### src/rtl/comparator_pipe.sv
// rtl/comparator_pipe.sv - beat-serial hash vs target comparator with valid/ready result
module comparator_pipe #(
    parameter int HASH_W     = 256,
    parameter int BEAT_W     = 64,
    parameter int TGT_W      = 32,
    parameter int NONCE_W    = 64,
    parameter bit REPORT_ALL = 1'b1
) (
    input  logic               clk,
    input  logic               rst_n,
    input  logic               stop,
    input  logic               le_mode,
    input  logic [TGT_W-1:0]   target,
    input  logic               target_we,
    input  logic [BEAT_W-1:0]  hash_din,
    input  logic               hash_din_valid,
    output logic               hash_re,
    input  logic [NONCE_W-1:0] nonce_din,
    input  logic               nonce_valid,
    output logic               nonce_re,
    output logic               result_valid,
    input  logic               result_ready,
    output logic               result_golden,
    output logic [HASH_W-1:0]  result_hash,
    output logic [NONCE_W-1:0] result_nonce,
    output logic [31:0]        golden_cnt,
    output logic               target_ok
);

    localparam int NBEATS = HASH_W / BEAT_W;
    localparam int NTGT   = HASH_W / TGT_W;
    localparam int BCW    = $clog2(NBEATS);
    localparam int TCW    = $clog2(NTGT + 1);
    localparam logic [BCW-1:0] LAST_BEAT = BCW'(NBEATS - 1);
    localparam logic [TCW-1:0] TGT_FULL  = TCW'(NTGT);

    typedef enum logic [1:0] {IDLE, CMP, RES} state_t;

    state_t             state, state_nx;
    logic [HASH_W-1:0]  target_q;
    logic [HASH_W-1:0]  hash_buf;
    logic [TCW-1:0]     tgt_cnt;
    logic [BCW-1:0]     beat;
    logic               lt, eq, le_s;
    logic               last, accept, golden, lt_nx, eq_nx;
    logic [BEAT_W-1:0]  tgt_slice;

    assign last         = (beat == LAST_BEAT);
    assign accept       = hash_re && hash_din_valid;
    assign nonce_re     = accept && last;
    assign result_valid = (state == RES);

    // Running MSB-first compare: once a higher beat differs, lower beats cannot change lt.
    always_comb begin
        tgt_slice = target_q[HASH_W-1 - int'(beat)*BEAT_W -: BEAT_W];
        lt_nx     = lt | (eq & (hash_din < tgt_slice));
        eq_nx     = eq & (hash_din == tgt_slice);
        golden    = lt_nx | (le_s & eq_nx);
    end

    always_comb begin
        state_nx = state;
        hash_re  = 1'b0;
        case (state)
            IDLE: begin
                if (!stop && target_ok && !target_we)
                    state_nx = CMP;
            end
            CMP: begin
                if (stop) begin
                    state_nx = IDLE;
                end else begin
                    hash_re = !last || nonce_valid;
                    if (hash_re && hash_din_valid && last && (REPORT_ALL || golden))
                        state_nx = RES;
                end
            end
            RES: begin
                if (stop)
                    state_nx = IDLE;
                else if (result_ready)
                    state_nx = CMP;
            end
            default: state_nx = IDLE;
        endcase
    end

    always_ff @(posedge clk or negedge rst_n) begin
        if (!rst_n) begin
            state         <= IDLE;
            target_q      <= '0;
            tgt_cnt       <= '0;
            target_ok     <= 1'b0;
            hash_buf      <= '0;
            beat          <= '0;
            lt            <= 1'b0;
            eq            <= 1'b1;
            le_s          <= 1'b0;
            result_golden <= 1'b0;
            result_hash   <= '0;
            result_nonce  <= '0;
            golden_cnt    <= '0;
        end else begin
            state <= state_nx;

            if (state == IDLE && target_we) begin
                target_q <= {target, target_q[HASH_W-1:TGT_W]};
                if (tgt_cnt == TGT_FULL) begin
                    tgt_cnt   <= TCW'(1);
                    target_ok <= (NTGT == 1);
                end else begin
                    tgt_cnt   <= tgt_cnt + 1'b1;
                    target_ok <= (tgt_cnt == TGT_FULL - 1'b1);
                end
            end

            // Any exit from CMP (abort or result) restarts the next hash at beat 0.
            if (stop || state != CMP) begin
                beat <= '0;
                lt   <= 1'b0;
                eq   <= 1'b1;
            end else if (accept) begin
                hash_buf[HASH_W-1 - int'(beat)*BEAT_W -: BEAT_W] <= hash_din;
                if (beat == '0)
                    le_s <= le_mode;
                if (last) begin
                    beat <= '0;
                    lt   <= 1'b0;
                    eq   <= 1'b1;
                    if (golden && golden_cnt != 32'hFFFF_FFFF)
                        golden_cnt <= golden_cnt + 1'b1;
                    if (REPORT_ALL || golden) begin
                        result_golden <= golden;
                        result_hash   <= {hash_buf[HASH_W-1:BEAT_W], hash_din};
                        result_nonce  <= nonce_din;
                    end
                end else begin
                    beat <= beat + 1'b1;
                    lt   <= lt_nx;
                    eq   <= eq_nx;
                end
            end
        end
    end

endmodule

### config.mk
export PLATFORM = sky130hd
export DESIGN_NAME = comparator_pipe
export DESIGN_NICKNAME = d
export VERILOG_FILES = /design/src/rtl/comparator_pipe.sv
export SDC_FILE = /design/constraint.sdc
export NUM_CORES = 2
export LEC_CHECK = 0
export CAP_MARGIN = 20
export CELL_PAD_IN_SITES_DETAIL_PLACEMENT = 0
export CELL_PAD_IN_SITES_GLOBAL_PLACEMENT = 2
export CORE_MARGIN = 2
export CORE_UTILIZATION = 31
export CTS_CLUSTER_SIZE = 25
export DETAILED_ROUTE_END_ITERATION = 12
export GPL_TIMING_DRIVEN = 0
export HOLD_SLACK_MARGIN = 0.1
export PLACE_DENSITY = 0.86
export SYNTH_ARGS = -nofsm -noshare
export SYNTH_HDL_FRONTEND = slang
export SYNTH_SLANG_ARGS = --single-unit
export TNS_END_PERCENT = 30
### constraint.sdc
create_clock -name clk -period 4.4 [get_ports clk]
set_input_delay 0.66 -clock clk [delete_from_list [all_inputs] [get_ports clk]]
set_output_delay 0.66 -clock clk [all_outputs]
set_load 0.05 [all_outputs]
==> results.md <==
* Met2 Routed Length at 57100 um
* Pleak at around 21 nW
* Clk Latency, worst-skew pair at 0.67 ns
* # setup viols final at 0
* Vias in the first global route at 26200
* CTS tree: yes
* Post-synthesis cell type count at between 40 and 50
* Detailed Place HPWL at between 80000 and 90000 um
* Clk sinks at ~800
* Peak VDD IR at approximately 0.33 mV
* Worst-Margin Slew at 0.950 ns
* CP startpoint kind: flop
* Starting Density at a little under a third
* Slew headroom at a little under two fifths
* Clock-pin slew on the worst setup and hold paths at ~0.070 ns
* Final hold violations at 0
* Die Ht at 336 um
* Pin count of the biggest net entering global routing at between 100 and 150
* Fillers at between 10000 and 15000
* Worst Path Buf+Inv at 6
* Crit path cell chain: clkbuf_4 > buf_8 > buf_12 > mux4_2 > inv_1 > ha_1 > a21oi_1 > o21ai_1 > a221o_1 > a211o_1 > a2111oi_4 > buf_4 > a221oi_4 > buf_12 > or4_1 > xnor2_1
* Setup Skew at ~0.035 ns
* Number of cell rows at between 100 and 150
* Via total after detailed routing at 25700
* Final Total Pwr at roughly 20 mW
* Wire length on met3 at roughly 6500 um
* Sequential cell fraction of total power at 47.9%
* Psw at approximately 5.5 mW
* Synth warnings at 0
* Status: finished, final reports clean
* Period Utilization, post-route at a little over nine tenths
* Fin nets at 4150
* Pwr Density at ~450 nW/um^2
* Root buffer cell: clkbuf_16
* CTS Buf Count at 92
* H-tree depth at 3
* DRT antenna net count at 0
* CP dominant cell by count: buf_12
* Synth Area per Inst at about 10 um^2
* Die Width at 336 um
* #FFs+latches synth at ~810
* GPL Wtd Cong at about 0.8
* # DRC at 0
* Crit path depth at 16
* Crit Path Max Fanout at 10
* Max clock buf depth at 3
* Mapped Area at between 30000 and 40000 um^2
* RSZ-0062 raised after global routing: yes
* Vias/cell at around 4.7
* Wl on met1 at about 50000 um
* Hold crit path type: reg -> reg
* Min cycle time layout at roughly 4.3 ns
* Post-Route Utilization at between 40 and 50%
* Routed length per instance at 21.5 um
* Final slew viol count at 0
* Max_cap viols at 0
* Layout cells sized above 1 at 13.2%
* IO Pins at 525
* Drt first pass iters at 6
* DR top layer: met5
* Post-synthesis instance total at 3269
* Die area at ~110000 um^2
* Crit end category: flop
* Slowest CP cell: or4_1
* Drt total wl at ~120000 um
* Clock power frac at 36.9%
* Cell family with most CP delay: compound AO/OA/AOI/OAI gates
* Initial antenna violation count at 3
* Crit Path Category: reg -> reg
* Comb pwr share at 15.2%
* Total GRT Usage at 20.6%
* Max Fclk at between 0.2 and 0.25 GHz
* Sw Share at between 20% and 30%
* Critical path arrival at about 4.9 ns
* Int Pwr at around 15 mW
* Mapped Nets at 3508
* Post-synthesis sequential area ratio at about three fifths
* Core Area at between 100000 and 150000 um^2
* CP Data Required Time at about 4.9 ns
* Input/output buffers at about 520
* Layout area overhead at 31.3%
* First-pass GRT wire length at between 150000 and 200000 um
* WHS Path Cells at 2
* Grt total ovfl at 0
* Crit-path max cell delay at between 0.5 and 0.6 ns
* R2R cell count at 16
* DR iter-0 viols at 1631
[cells by family (layout without fill, tap and decap cells)]
| kind of cell | Yosys count | in the layout | share of synthesized area, % |
|---|---|---|---|
| other | 0 | 2 | 0 |
| xor gates and xnor gates | 31 | 31 | 0.794 |
| buffers and inverters | 262 | 971 | 2.90 |
| adders and majority gates | 71 | 71 | 2.60 |
| muxes | 323 | 323 | 12.8 |
| and+or+nand+nor | 1509 | 1509 | 17.3 |
| AOI/OAI and AO/OA | 260 | 260 | 4.10 |
| DFF | 813 | 813 | 59.5 |
[cells in the mapped netlist, drive strengths merged]
master   instances  area, um^2
and2             2        12.5
buf             16        66.3
o41ai            1        8.76
o211ai           2        15.0
a2111oi          1        27.5
o31ai            3        22.5
a22o             1        8.76
ha              71         888
a21boi           1        7.51
mux4            64        1440
dfstp            1        26.3
o311a            1        10.0
nor3            24         125
nor3b            5        37.5
o21a             3        22.5
a221o            1        10.0
or2              1        6.26
o22ai            1        6.26
and3             5        31.3
xor2            26         228
and4             3        26.3
o21ai          206        1030
clkbuf         166         623
or4              1        7.51
nor2            24        90.1
a211o            1        8.76
nand2         1382        5190
dfrtp          812       20300
nor4            11         106
nand4           20         125
inv             79         297
a221oi           4        41.3
nand4b           2        17.5
nand3           28         140
a21o             2        15.0
a31oi            2        12.5
nand2b           1        6.26
a22oi            2        15.0
xnor2            5        43.8
mux2           259        2920
clkinv           1        3.75
a21oi           28         140
[worst reg2reg max path, stage by stage, from the launching register on]
cell and delay (ns):
dfrtp_1 0.38, clkbuf_4 0.19, buf_8 0.18, buf_12 0.18, mux4_2 0.51, inv_1 0.13, ha_1 0.26, a21oi_1 0.13
o21ai_1 0.09, a221o_1 0.32, a211o_1 0.31, a2111oi_4 0.36, buf_4 0.20, a221oi_4 0.08, buf_12 0.18, or4_1 0.54
xnor2_1 0.14
[layout by cell type (no fill, tap or decap), types with 20 or more instances in the layout]
cell	Yosys	final
nand2_1	1382	1382
dfrtp_1	812	812
clkdlybuf4s50_1	0	523
mux2_2	258	258
o21ai_0	200	200
clkbuf_1	166	178
clkbuf_16	0	93
inv_1	79	79
ha_1	71	71
mux4_2	64	64
nand3_1	28	28
a21oi_1	28	28
xor2_1	26	26
clkbuf_8	0	23
nor3_1	23	22
nor2_1	24	20
nand4_1	20	20
[metal layers]
| metal | track usage [%] | up-vias |
|---|---|---|
| li1 | - | 12000 |
| met1 | 26.7 | 12900 |
| met2 | 34.3 | 617 |
| met3 | 4.18 | 155 |
| met4 | 7.00 | 4 |
| met5 | 0 | - |
[final timing paths]
| check | start | endpoint | slack (ns) |
|---|---|---|---|
| max | beat[0] | golden_cnt[23] | 0.09 |
| min | hash_buf[85] | result_hash[85] | 0.46 |
| max reg2reg | beat[0] | golden_cnt[23] | 0.09 |
| min reg2reg | hash_buf[85] | result_hash[85] | 0.46 |
| max in group asynchronous | rst_n | result_hash[199] | 2.20 |
| min in group asynchronous | rst_n | target_q[252] | 0.59 |
[layout make-up]
type | count | area [um^2] | share of cell area, %
Sequential cell | 813 | 20300 | 45.3
Multi-Input combinational cell | 2194 | 12900 | 28.8
Clock inverter | 22 | 205 | 0.457
Tap cell | 1476 | 1850 | 4.12
Antenna cell | 2 | 5.00 | 0.0112
Timing Repair Buffer | 549 | 5730 | 12.8
Buffer | 181 | 786 | 1.75
Inverter | 80 | 300 | 0.669
Clock buffer | 139 | 2730 | 6.08
[power groups by stage]
| stage | Combinational (mW) | Sequential, mW | Clock, mW |
|---|---|---|---|
| 2_1_floorplan | 2.06 | 9.52 | 0 |
| 3_3_place_gp | 2.94 | 9.88 | 0 |
| 3_5_place_dp | 3.05 | 9.88 | 0 |
| 4_1_cts | 3.09 | 9.75 | 7.71 |
| 5_1_grt | 3.43 | 9.94 | 8.01 |
| 6_report | 3.11 | 9.77 | 7.54 |
[stage by stage]
stage / instance area [um^2] / hold WS (ns) / cells / setup WS, ns / setup TNS [ns]
2_1_floorplan: 34200 / 0.364 / 3269 / 0.124 / 0
3_3_place_gp: 41300 / 0.449 / 5269 / -35.74 / -
3_5_place_dp: 41700 / 0.449 / 5286 / -1.29 / -41.06
4_1_cts: 44700 / 0.461 / 5448 / 0.0307 / 0
5_1_grt: 44900 / 0.471 / 5454 / -0.0696 / -0.0708
6_report: 44900 / 0.458 / 5456 / 0.0853 / 0
[state kept, by name (all words and copies together), names as in the netlist, 2 cells and up]
signal / cells
target_q: 256
hash_buf: 192
beat: 2
result_nonce: 64
result_hash: 256
golden_cnt: 32
state: 2
tgt_cnt: 4
[timing repair]
item,CTS,global route
gates cloned,0,3
setup buffers,1,2
resized for setup,43,29
endpoints found under the setup margin,36,32
endpoints found under the hold margin,87,0
hold buffers,1,0
pin swaps,3,4
(Power assumes the default switching activity.)
